--- config.mk ---
export PLATFORM = sky130hd
export DESIGN_NAME = status_event_capture
export DESIGN_NICKNAME = d
export VERILOG_FILES = /design/src/rtl/status_event_capture.sv
export SDC_FILE = /design/constraint.sdc
export NUM_CORES = 1
export LEC_CHECK = 0
export ABC_AREA = 1
export CORE_MARGIN = 1.5
export CORE_UTILIZATION = 26
export DETAILED_ROUTE_END_ITERATION = 8
export GPL_TIMING_DRIVEN = 0
export PLACE_DENSITY_LB_ADDON = 0.08
export SLEW_MARGIN = 15
export SYNTH_ARGS = -nofsm -noshare
export SYNTH_HDL_FRONTEND = slang
export SYNTH_SLANG_ARGS = --single-unit
--- constraint.sdc ---
create_clock -name clock -period 1 [get_ports clock]
set_input_delay 0.2 -clock clock [delete_from_list [all_inputs] [get_ports clock]]
set_output_delay 0.2 -clock clock [all_outputs]
set_load 0.05 [all_outputs]
--- src/rtl/status_event_capture.sv ---
// Event conditioner feeding the 8-bit status register: sticky edge capture, clear-on-read,
// overflow tracking and a masked registered irq. Define STATUS_EVT_SYNC_EN for a 2-flop input sync.
module status_event_capture #(
  parameter int unsigned WIDTH       = 8,
  parameter logic [7:0]  STICKY_MASK = 8'h00
) (
  input  logic             clock,
  input  logic             reset_n,
  input  logic [WIDTH-1:0] event_in,
  input  logic             rd_strobe,
  input  logic [WIDTH-1:0] int_mask,
  output logic [WIDTH-1:0] status_out,
  output logic [WIDTH-1:0] overflow,
  output logic             irq
);

  localparam logic [WIDTH-1:0] Sticky = STICKY_MASK[WIDTH-1:0];

  typedef enum logic {StIdle, StPending} sticky_st_e;

  logic [WIDTH-1:0] s;
  logic [WIDTH-1:0] s_d_q;
  logic [WIDTH-1:0] rise;
  logic [WIDTH-1:0] level_q;
  logic [WIDTH-1:0] pending;
  logic [WIDTH-1:0] overflow_q, overflow_d;
  logic             irq_q;
  sticky_st_e       st_q [WIDTH];
  sticky_st_e       st_d [WIDTH];

`ifdef STATUS_EVT_SYNC_EN
  logic [WIDTH-1:0] sync1_q, sync2_q;

  always_ff @(posedge clock or negedge reset_n) begin
    if (!reset_n) begin
      sync1_q <= '0;
      sync2_q <= '0;
    end else begin
      sync1_q <= event_in;
      sync2_q <= sync1_q;
    end
  end

  assign s = sync2_q;
`else
  assign s = event_in;
`endif

  assign rise = s & ~s_d_q;

  // Per-bit two-state machine; rd_strobe only clears a bit that firmware actually saw as 1.
  always_comb begin
    for (int unsigned i = 0; i < WIDTH; i++) begin
      st_d[i]       = st_q[i];
      overflow_d[i] = overflow_q[i] & ~rd_strobe;
      unique case (st_q[i])
        StIdle: begin
          if (rise[i]) st_d[i] = StPending;
        end
        StPending: begin
          if (rd_strobe && !rise[i]) st_d[i] = StIdle;
          if (rise[i] && !rd_strobe) overflow_d[i] = 1'b1;
        end
        default: st_d[i] = StIdle;
      endcase
      if (!Sticky[i]) begin
        st_d[i]       = StIdle;
        overflow_d[i] = 1'b0;
      end
    end
  end

  always_comb begin
    for (int unsigned i = 0; i < WIDTH; i++) begin
      pending[i] = (st_q[i] == StPending);
    end
  end

  always_ff @(posedge clock or negedge reset_n) begin
    if (!reset_n) begin
      s_d_q      <= '0;
      level_q    <= '0;
      overflow_q <= '0;
      irq_q      <= 1'b0;
      for (int unsigned i = 0; i < WIDTH; i++) st_q[i] <= StIdle;
    end else begin
      s_d_q      <= s;
      level_q    <= s;
      overflow_q <= overflow_d;
      irq_q      <= |(status_out & int_mask);
      for (int unsigned i = 0; i < WIDTH; i++) st_q[i] <= st_d[i];
    end
  end

  assign status_out = (Sticky & pending) | (~Sticky & level_q);
  assign overflow   = overflow_q;
  assign irq        = irq_q;

endmodule
==> results.yml <==
run_status:
  status: "complete, but fails checks"
  failed_checks: "negative setup slack"
placement:
  io_buffer_count: 26
  placedInstanceArea_sq_um: 649
  finalWeightedCongestion: 0.680
logic_synthesis:
  synth-seq-cells: 9
  synth_cell_type_count: 5
  yosysMostFrequentCell: "sky130_fd_sc_hd__nand2_1"
  synth_edf_count: 0
  synth.largest_area_cell: "sky130_fd_sc_hd__dfrtp_1"
  syn_area_per_cell_sq_um: 10.5
  ys.warnings.count: 0
  synth.area.top_cells: "sky130_fd_sc_hd__dfrtp_1, sky130_fd_sc_hd__buf_4, sky130_fd_sc_hd__nand2_1"
  sequential_area_share_after_synthesis: 0.652
  netlist_area_sq_um: 345
  async_reset_ff_frac: 1.00
  synthTopCellsByCount: "sky130_fd_sc_hd__nand2_1, sky130_fd_sc_hd__dfrtp_1, sky130_fd_sc_hd__buf_4, sky130_fd_sc_hd__nor2_1, sky130_fd_sc_hd__conb_1"
  synthesis.instances: 33
  synth_top_flop_cell: "sky130_fd_sc_hd__dfrtp_1"
  netlist.area_leader.share: 0.652
clock_tree:
  clk_path_buf_depth: 2
  clock_insertion_delay_worst_skew_ps: 250
  number_of_buffers_inserted_by_hold_repair_at_cts: 0
  number_of_buffers_added_by_the_clock_tree_synthesis_step: 3
  clk_pin_slew_worst_paths_ps: 60
  clock_sinks: 9
  cts-root-buf: "sky130_fd_sc_hd__clkbuf_4"
  tritoncts: "built"
  ctsHtreeMaxLevel: 1
drt:
  drt-total-wl_microns: 692
  drtAntennaViolNets: 0
  route.detailed.wl_per_inst_microns: 7.95
  route.detailed.vias_per_inst: 3.68
  drt_pass1_iterations: 2
  detailroute.via_count: 320
  drt_first_iter_violations: 5
  detail_route.drc_violations: 0
global_route:
  antenna_found_initial: 0
  grt_remaining_overflow: 0
  globalRouteTotalUtil: 0.107
  globalRouteMet1Util: 0.0971
  first_global_vias: 287
  grt_max_degree: 10
  groute.layer.met2.usage: 0.180
  global_routing_met3_resource_utilization: 0.0511
  grt_pass1_wl_microns: 1010
  grt_busiest_layer: "met2"
floorplan:
  initial_utilization: 0.295
  core_region_area_sq_um: 1170
  row_count: 12
  die_height_microns: 39.4
  die_area_sq_um: 1560
  fp.dieW_microns: 39.4
  ioPinCount: 36
critical_path:
  crit-reg2reg-launch: "status_out[1]$_DFF_PN0_"
  r2r_cells: 5
  critPathCaptureType: "output pin"
  worstPathBufferInverterCount: 1
  critical_path_rt_ps: 800
  reg2reg_setup_slack_ps: 120
  worstSetupStartpoint: "status_out[0]$_DFF_PN0_"
  setup_crit_path_kind: "flop to output pin"
  worst_path_largest_cell_delay_ps: 400
  critPathTopFamily: "flip-flops"
  cp_slowest_cell: "sky130_fd_sc_hd__dfrtp_1"
  crit_path_cell_trace: "buf_6"
  worst_setup_path_start_kind: "flop"
  reg_to_reg_endpoint: "irq$_DFF_PN0_"
  critPathArrivalTime_ps: 810
  timing.critical_path.fanout_max: 2
sta:
  post-route-period-util: 1.01
  period_needed_ps: 1010
  drv_slew: 0
  hold_violations: 0
  worst_slack_ps: -9.89
  setup_repair_after_global_routing_missed_its_margin: "true"
  finalSetupViolCount: 5
  final.setup_skew_ps: 3.29
  maxClockFrequency_mhz: 990
power:
  leakage_nw: 0.362
  cellPowerDensity_nw_per_um2: 1350
  ir_worst_vdd_mv: 1.00
final_layout:
  area_growth_pct: 105
  final_cell_area_sq_um: 709
  share_of_the_core_filled_with_cells_in_the_final_layout: 0.606
  antennaDiodeCount: 0
  fin_nets: 93
  layout-drive-gt1-share: 0.315
min_path:
  hold_path_class: "primary input to asynchronous set/reset pin"
run:
  max-cap-violations: 0
==> through the flow <==
stage | setup TNS, ps | hold WS [ps] | std cells | power, W | setup slack (ps)
2_1_floorplan | 0 | -95.6 | 40 | 0.000570 | 24.0
3_3_place_gp | -2960 | 509 | 80 | 0.000683 | -340
3_5_place_dp | -2960 | 507 | 80 | 0.000683 | -343
4_1_cts | -93.2 | 230 | 84 | 0.000964 | -17.2
5_1_grt | -220 | 240 | 87 | 0.00101 | -35.9
6_report | -23.7 | 226 | 87 | 0.000958 | -9.89
==> cells in the final DEF (no fill, tap or decap), drive strengths merged <==
cell	count
buf	20
clkbuf	4
clkdlybuf4s50	17
conb	8
dfrtp	9
nand2	13
nor2	2
==> cell families after synthesis <==
kind of cell	synth area share
other cells	0.0109
simple gates	0.163
flops	0.652
buf+inv	0.174
==> what timing repair did <==
action,in CTS,in global routing
endpoints found under the setup margin,9,9
setup buffers,0,3
resized for setup,63,0
==> cell type report <==
type | instances | area (sq um)
fill | 111 | 462
timing repair buffer | 29 | 294
sequential | 9 | 225
multi-input combinational | 23 | 86.3
buffer | 8 | 60.1
clock buffer | 4 | 26.3
tap | 14 | 17.5
==> worst max-delay path by stage <==
stage | endpoint | cells past startpoint
floorplan | irq$_DFF_PN0_ | 4
global placement | status_out[0] | 1
detailed placement | status_out[0] | 1
CTS | status_out[1] | 1
global route | status_out[0] | 1
finish | status_out[0] | 1
==> routing by layer <==
layer | wire length [microns] | vias to the layer above
met4 | 10 | 0
met1 | 236 | 136
li1 | - | 162
met5 | 0 | -
met3 | 78 | 2
met2 | 366 | 20
==> sequential cells by signal (all words and copies together), names as in the netlist <==
signal      count
irq             1
status_out      8
==> where the power goes <==
part / internal [W] / leakage [nW] / switching [W]
Combinational: 0.000129 / 0.245 / 0.000168
Clock: 0.000153 / 0.0150 / 0.000112
Sequential: 0.000383 / 0.103 / 0.0000133
(Power assumes the default switching activity.)
